`src/rtl/rob_commit_ctrl_pkg.sv`:
```
`default_nettype none
// ============================================================================
//  Package     : rob_commit_ctrl_pkg
//  Description : Shared CPU constants and the reorder-buffer commit FSM
//                state encoding.
//  Revision    : 1.0 - initial release
// ============================================================================
package rob_commit_ctrl_pkg;

    // log2 of the reorder-buffer depth
    localparam int unsigned c_ROB_WIDTH = 3;

    // Register tag meaning "no architectural destination"
    localparam logic [5:0] c_NON_DEP = 6'b100000;

    // Commit controller states
    typedef enum logic [1:0] {
        ST_RUN        = 2'd0,
        ST_FLUSH_PEND = 2'd1,
        ST_FLUSH      = 2'd2
    } rob_state_e;

endpackage : rob_commit_ctrl_pkg
`default_nettype wire

```
`src/rtl/rob_commit_ctrl.sv`:
```
`default_nettype none
// ============================================================================
//  Module      : rob_commit_ctrl
//  Description : Reorder-buffer circular queue with in-order allocation,
//                out-of-order completion over the CDB, single-entry in-order
//                commit to the register file, and a two-step flush on a
//                committed mispredict.
//  Revision    : 1.0 - initial release
// ============================================================================
module rob_commit_ctrl
    import rob_commit_ctrl_pkg::*;
#(
    parameter int unsigned ROB_WIDTH = c_ROB_WIDTH,
    parameter logic [5:0]  NON_DEP   = c_NON_DEP
) (
    input  logic                 clk_in,
    input  logic                 rst_in,
    input  logic                 rdy_in,
    // allocation
    input  logic                 alloc_valid,
    input  logic [4:0]           alloc_rd,
    output logic                 alloc_ready,
    output logic [ROB_WIDTH-1:0] alloc_index,
    // completion
    input  logic                 cdb_valid,
    input  logic [ROB_WIDTH-1:0] cdb_index,
    input  logic [31:0]          cdb_data,
    input  logic                 cdb_mispredict,
    // dispatch query
    input  logic [ROB_WIDTH-1:0] query_index,
    output logic                 query_ready,
    output logic [31:0]          query_data,
    // register-file drive
    output logic                 RoB_update_en,
    output logic [5:0]           RoB_update_reg,
    output logic [ROB_WIDTH-1:0] RoB_update_index,
    output logic [31:0]          RoB_update_data,
    output logic                 flush_signal
);

    localparam int             c_DEPTH = 1 << ROB_WIDTH;
    localparam logic [ROB_WIDTH:0] c_FULL = (ROB_WIDTH+1)'(c_DEPTH);

    // Entry storage, one flat register per field
    logic                 r_busy    [c_DEPTH];
    logic                 r_ready   [c_DEPTH];
    logic                 r_mispred [c_DEPTH];
    logic [4:0]           r_rd      [c_DEPTH];
    logic [31:0]          r_data    [c_DEPTH];

    logic [ROB_WIDTH-1:0] r_head;
    logic [ROB_WIDTH-1:0] r_tail;
    logic [ROB_WIDTH:0]   r_count;
    rob_state_e           r_state;

    logic                 w_run;
    logic                 w_alloc;
    logic                 w_commit;
    logic                 w_cdb_hit;
    logic [5:0]           w_commit_reg;

    // Only registered state feeds alloc_ready, so a full queue cannot
    // accept an allocation in the same cycle its head commits.
    assign w_run        = rdy_in && (r_state == ST_RUN);
    assign alloc_ready  = w_run && (r_count < c_FULL);
    assign alloc_index  = r_tail;
    assign w_alloc      = alloc_valid && alloc_ready;
    assign w_commit     = w_run && r_busy[r_head] && r_ready[r_head];
    assign w_cdb_hit    = w_run && cdb_valid && r_busy[cdb_index];
    assign w_commit_reg = (r_rd[r_head] != 5'd0) ? {1'b0, r_rd[r_head]} : NON_DEP;

    // Query read with same-cycle bypass of a matching CDB broadcast
    always_comb begin
        query_ready = r_ready[query_index];
        query_data  = r_data[query_index];
        if (cdb_valid && (cdb_index == query_index)) begin
            query_ready = 1'b1;
            query_data  = cdb_data;
        end
    end

    // Queue state, commit outputs and flush FSM
    always_ff @(posedge clk_in) begin
        if (rst_in) begin
            for (int i = 0; i < c_DEPTH; i++) begin
                r_busy[i]    <= 1'b0;
                r_ready[i]   <= 1'b0;
                r_mispred[i] <= 1'b0;
                r_rd[i]      <= 5'd0;
                r_data[i]    <= 32'd0;
            end
            r_head           <= '0;
            r_tail           <= '0;
            r_count          <= '0;
            r_state          <= ST_RUN;
            RoB_update_en    <= 1'b0;
            RoB_update_reg   <= NON_DEP;
            RoB_update_index <= '0;
            RoB_update_data  <= 32'd0;
            flush_signal     <= 1'b0;
        end else if (rdy_in) begin
            RoB_update_en <= w_commit;
            if (w_commit) begin
                RoB_update_index <= r_head;
                RoB_update_data  <= r_data[r_head];
                RoB_update_reg   <= w_commit_reg;
            end
            flush_signal <= (r_state == ST_FLUSH_PEND);

            case (r_state)
                ST_RUN: begin
                    if (w_cdb_hit) begin
                        r_ready[cdb_index]   <= 1'b1;
                        r_data[cdb_index]    <= cdb_data;
                        r_mispred[cdb_index] <= cdb_mispredict;
                    end
                    if (w_alloc) begin
                        r_busy[r_tail]    <= 1'b1;
                        r_ready[r_tail]   <= 1'b0;
                        r_mispred[r_tail] <= 1'b0;
                        r_rd[r_tail]      <= alloc_rd;
                        r_tail            <= r_tail + ROB_WIDTH'(1);
                    end
                    if (w_commit) begin
                        r_busy[r_head] <= 1'b0;
                        r_head         <= r_head + ROB_WIDTH'(1);
                        if (r_mispred[r_head]) begin
                            r_state <= ST_FLUSH_PEND;
                        end
                    end
                    if (w_alloc && !w_commit) begin
                        r_count <= r_count + (ROB_WIDTH+1)'(1);
                    end else if (!w_alloc && w_commit) begin
                        r_count <= r_count - (ROB_WIDTH+1)'(1);
                    end
                end
                ST_FLUSH_PEND: begin
                    r_state <= ST_FLUSH;
                end
                ST_FLUSH: begin
                    for (int i = 0; i < c_DEPTH; i++) begin
                        r_busy[i] <= 1'b0;
                    end
                    r_head  <= '0;
                    r_tail  <= '0;
                    r_count <= '0;
                    r_state <= ST_RUN;
                end
                default: begin
                    r_state <= ST_RUN;
                end
            endcase
        end
    end

endmodule : rob_commit_ctrl
`default_nettype wire

```
`config.mk`:
```
export PLATFORM = sky130hd
export DESIGN_NAME = rob_commit_ctrl
export DESIGN_NICKNAME = d
export VERILOG_FILES = /design/src/rtl/rob_commit_ctrl_pkg.sv /design/src/rtl/rob_commit_ctrl.sv
export SDC_FILE = /design/constraint.sdc
export NUM_CORES = 1
export LEC_CHECK = 0
export CORE_AREA = 5 5 175 261
export CTS_CLUSTER_DIAMETER = 150
export DETAILED_ROUTE_END_ITERATION = 16
export DIE_AREA = 0 0 180 266
export GPL_TIMING_DRIVEN = 1
export SYNTH_ARGS = -nofsm -noshare
export SYNTH_HDL_FRONTEND = slang
export SYNTH_SLANG_ARGS = --single-unit
```
`constraint.sdc`:
```
create_clock -name clk_in -period 3.85 [get_ports clk_in]
set_clock_uncertainty 0.1 [all_clocks]
set_input_delay 0.9625 -clock clk_in [delete_from_list [all_inputs] [get_ports clk_in]]
set_output_delay 0.9625 -clock clk_in [all_outputs]
set_load 0.02 [all_outputs]
```
=== Word-level counts from Yosys, hierarchy flattened ===
Memories as Yosys holds them, arrays and structs flattened. A register that Yosys moved wholly into a read port is not among the register bits.
Cells that the tools add are included.

* Register bits after elaboration: 23
* Latch bits: 0
* Memory bits (writable): 320
* ROM bits: 0
* Input bits: 49
* Output and inout bits: 80
* Word-level logic and storage cells: 135
* Memories: 5

* Add/sub/neg operators: 4
* Multipliers: 0
* Divide/modulo/power cells: 0
* Magnitude comparators: 1
* Eq/ne operators: 7
* Shift operators: 0
* Mux-type cells: 74
* Bitwise operators: 8
* Reduce and logical (&&, ||, !) cells: 28

{| class="wikitable"
|+ Memory list
! memory !! depth !! width !! rd ports !! clocked after Yosys merged registers in !! write ports !! line !! RTL
|-
| r_data || 8 || 32 || 2 || 1 || 8 || rob_commit_ctrl.sv:49 || <nowiki>logic [31:0] r_data [c_DEPTH];</nowiki>
|-
| r_rd || 8 || 5 || 1 || 1 || 8 || rob_commit_ctrl.sv:48 || <nowiki>logic [4:0] r_rd [c_DEPTH];</nowiki>
|-
| r_busy || 8 || 1 || 2 || 1 || 8 || rob_commit_ctrl.sv:45 || <nowiki>logic r_busy [c_DEPTH];</nowiki>
|-
| r_mispred || 8 || 1 || 1 || 1 || 8 || rob_commit_ctrl.sv:47 || <nowiki>logic r_mispred [c_DEPTH];</nowiki>
|-
| r_ready || 8 || 1 || 2 || 1 || 8 || rob_commit_ctrl.sv:46 || <nowiki>logic r_ready [c_DEPTH];</nowiki>
|}

{| class="wikitable"
|+ Operators by type and width
! cell !! number
|-
| $mux 32 || 2
|-
| $mux 3 || 18
|-
| $mux 1 || 44
|-
| $reduce_or 32->1 || 1
|-
| $pmux 3 s2 || 2
|-
| $reduce_and 3->1 || 4
|-
| $logic_and 1x1->1 || 10
|-
| $mux 4 || 2
|-
| $or 1x1->1 || 8
|-
| $pmux 4 s2 || 1
|-
| $add 3x1->3 const B || 2
|-
| $mux 6 || 1
|-
| $reduce_or 1->1 || 6
|-
| $mux 5 || 1
|-
| $reduce_bool 5->1 || 1
|-
| $reduce_or 5->1 || 1
|-
| $add 4x1->4 const B || 1
|-
| $lt 4x4->1 const B || 1
|-
| $mux 2 || 2
|-
| $ne 2x2->1 const B || 2
|-
| $pmux 2 s2 || 1
|-
| $sub 4x1->4 const B || 1
|-
| $eq 3x3->1 || 1
|-
| $ne 3x1->1 const B || 1
|-
| other kinds (7) || 8
|}

=== Logic depth before layout (Yosys ltp) ===
* Word-level depth: 11
* Gate-level depth with buffers: 11
* Mapped depth without buffers: 10

=== Worst setup path before layout ===
OpenSTA, ideal clock, no wires.

* Path type: input -> output
* From: input query_index[0]
* To: output query_data[12]
* Arrival: 2478 ps
* Data required time: 2788 ps
* Setup slack: 310 ps
* Cell stages on the path: 6
* Buffers on the path: 3
* Path through: clkbuf_1 > buf_2 > buf_2 > mux4_2 > mux2i_1 > a21oi_1

* Word-level cells in the longest chain between the ends: 3
* Elaborated cells on any way between the ends: 4
* Those cells by class: eq/ne (1); mux (1); reduce/logical (1); memory (1)

{| class="wikitable"
|+ RTL lines
! element !! line !! RTL
|-
| start: declaration || rob_commit_ctrl.sv:30 || <nowiki>input logic [ROB_WIDTH-1:0] query_index,</nowiki>
|-
| branches (longest 2 deep; another with $mem_v2 8x32) || - ||
|-
| $mux 32 * || rob_commit_ctrl.sv:76 || <nowiki>if (cdb_valid && (cdb_index == query_index)) begin</nowiki>
|-
| end: declaration || rob_commit_ctrl.sv:32 || <nowiki>output logic [31:0] query_data,</nowiki>
|}

Mark *: on every way between the ends.

=== Final worst setup path ===
* From: input query_index[0]
* To: output query_data[2]

The elaborated chain is that of the path after synthesis.

==> results.ini <==
[pwr]
powerDensity_nw_per_um2=393
p_leak_nw=8.41
vdd_ir_drop_max_v=0.000248

[placement]
dp_hpwl_mm=38.6
placed_cells=2175
pre_cts_ws_ns=-0.172
io_buffers=128
routabilityCongestion=0.834

[cts]
clkTransAtPathRegs_ns=0.06
numCtsBuffers=38
tritoncts=yes
cts.sinks=378
postCtsSetupBuffers=0
hold_buffers=0
root_buffer=clkbuf_16
clock_latency_ns=0.54
clk_path_buf_depth=3
cts.htree.levels=2

[logic_synthesis]
yosysWarnings=0
synth_edf_count=296
syn_area_per_cell_sq_um=12.9
synthArstFlopShare_pct=0
syn_inst=1485
ys_ff_latch=378
syn-cell-area_sq_um=19200
synth_flop_cell=edfxtp_1
synth_seq_area_share_pct=54.9
synthesis.nets=1539
synth.distinct_cells=65

[final_layout]
largest_reg_flops=256
nets=1700
seq_area_sq_um=10500
drive_gt1_share_pct=19.8
area_growth_pct=19.6
top_regs=r_data x256, r_rd x40, RoB_update_data x32
top_register=r_data
multi_input_area_sq_um=8120
layout.cells.non_filler=2245
nFillCells=3663

[timing]
fin_crit_ns=3.77
rsz0062_at_grt=false
worstMarginPinSlew_ns=1.07
final.setup.tns_ns=0
layout_setup_ws_ns=0.0825
max_freq_ghz=0.265
fin_crit_sh_pct=97.9
slew_headroom_pct=28.5
setup_violations=0
finalHoldViolations=0
finalMaxSlewViolations=0

[critical_path]
cp_max_fo=8
worstPathArrival_ns=2.70
critPathLaunchType=input port
required_ns=2.79
crit_type=input port to output port
endpoint_kind=output port

[detailed_routing]
first_pass_iters=5
num_vias=13300
drtIter0Drc=1142
drt_drc_violations_left=0
wire_per_inst_um=26.9
viasPerCell=5.94
ant_nets=0
drt-total-wl_mm=60.4

[floorplanning]
io_pins=129
die_area_sq_um=47900
die_y_um=266
row_count=93
core_area_sq_um=42900
initial_core_util_pct=44.7
die_w_um=180

[global_routing]
track_usage_pct=24.6
grt_antenna_before_repair=1
grt_max_degree=44
overflow=0
grt_pass1_wl_mm=89.2
grt_pass1_vias=13700

[status]
status=finished, final reports clean

[job]
maxCapViolations=0

[worst_hold_path]
hp-class=register to register

[layer usage]
metal,up-vias,global-route usage (%),wire [um]
met5,-,0,0
met4,0,8.65,1870
met3,116,3.21,3600
met2,528,44.8,31600
met1,6762,30.2,23300
li1,5922,-,-
[area by class of cell]
class | instances | area share, %
Antenna cell | 1 | 0.0109
Clock buffer | 46 | 4.47
Tap cell | 570 | 3.11
Timing Repair Buffer | 233 | 10.3
Multi-Input combinational cell | 983 | 35.4
Inverter | 12 | 0.196
Clock inverter | 22 | 0.616
Sequential cell | 378 | 45.9
[logic make-up after synthesis]
family	share of synthesized area, %
simple gates	16.6
flops	54.9
compound gates	8.74
mux	16.1
buf+inv	3.08
xor+xnor	0.274
fa+ha+maj	0.365
[cell usage after synthesis, types with 5 or more instances]
library cell  number  area [sq um]
mux2i_1           68           681
nor2b_1            9          56.3
a222oi_1           9          90.1
buf_1             10          37.5
a21oi_1           94           470
nand3_1            9          45.0
o211ai_1           7          52.6
nor2_1            95           357
a221o_1            6          60.1
a211o_1            5          43.8
and2_1           305          1910
nand2_1           57           214
mux2_2            17           191
nor3_1             6          30.0
nand3b_1           9          67.6
or2_2             16           100
inv_1             12          45.0
a22o_1            10          87.6
nand4_1            9          56.3
dfxtp_1           82          1640
buf_6             10           113
mux4_2            98          2210
xnor2_1            6          52.6
o21ai_0            8          40.0
edfxtp_1         296          8890
nor3_2             6          60.1
a22oi_1           25           188
clkbuf_1          58           218
a221oi_1           8          70.1
nand2b_1           5          31.3
buf_2             31           155
a211oi_1          19           143
a311oi_1          11          96.3
[worst paths after layout]
check                                     from            end  slack, ns  cells past startpoint
worst max-delay path            query_index[0]  query_data[2]       0.08                      7
worst min-delay path              flush_signal   flush_signal       0.37                      2
worst max register to register        register     r_count[3]       0.77                      8
worst min register to register    flush_signal   flush_signal       0.37                      2
[placed cells by master (no fill, tap or decap), types with 10 or more instances in the layout]
master,count
a311oi_1,11
clkinv_2,11
dfxtp_1,79
and2_1,305
edfxtp_1,296
a22o_1,10
mux2i_1,67
mux2_2,17
nand2_1,57
a22oi_1,25
buf_12,25
inv_1,12
clkdlybuf4s50_1,92
mux4_2,98
a211oi_1,19
a21oi_1,94
clkbuf_16,40
dlygate4sd2_1,31
buf_4,79
nor2_1,93
or2_2,16
[power breakdown]
| group | switching, mW | internal (mW) |
|---|---|---|
| logic | 0.486 | 0.387 |
| clock network | 1.59 | 1.98 |
| registers | 0.0753 | 4.51 |
| total | 2.16 | 6.88 |
[per-stage QoR]
| step | util [%] | total power, mW | instance area, sq um | hold slack, ns |
|---|---|---|---|---|
| floorplan | - | 5.11 | 19200 | 0.357 |
| global placement | 50.7 | 5.56 | 21800 | 0.363 |
| detailed placement | 50.7 | 5.57 | 21800 | 0.367 |
| CTS | 53.5 | 9.10 | 23000 | 0.378 |
| global route | 53.5 | 9.31 | 23000 | 0.408 |
| finish | 53.5 | 9.03 | 23000 | 0.375 |
[worst max-delay path, cell delays in order]
cell           delay [ns]
buf_4                0.15
buf_12               0.17
buf_12               0.15
mux4_2               0.50
mux2i_1              0.31
a21oi_1              0.12
dlygate4sd2_1        0.33
[timing repair]
item                       in CTS  in global routing
gates resized for setup        33                  1
setup endpoints to repair      32                  1
cloned                          1                  0
Power figures use the tool's default switching activity.
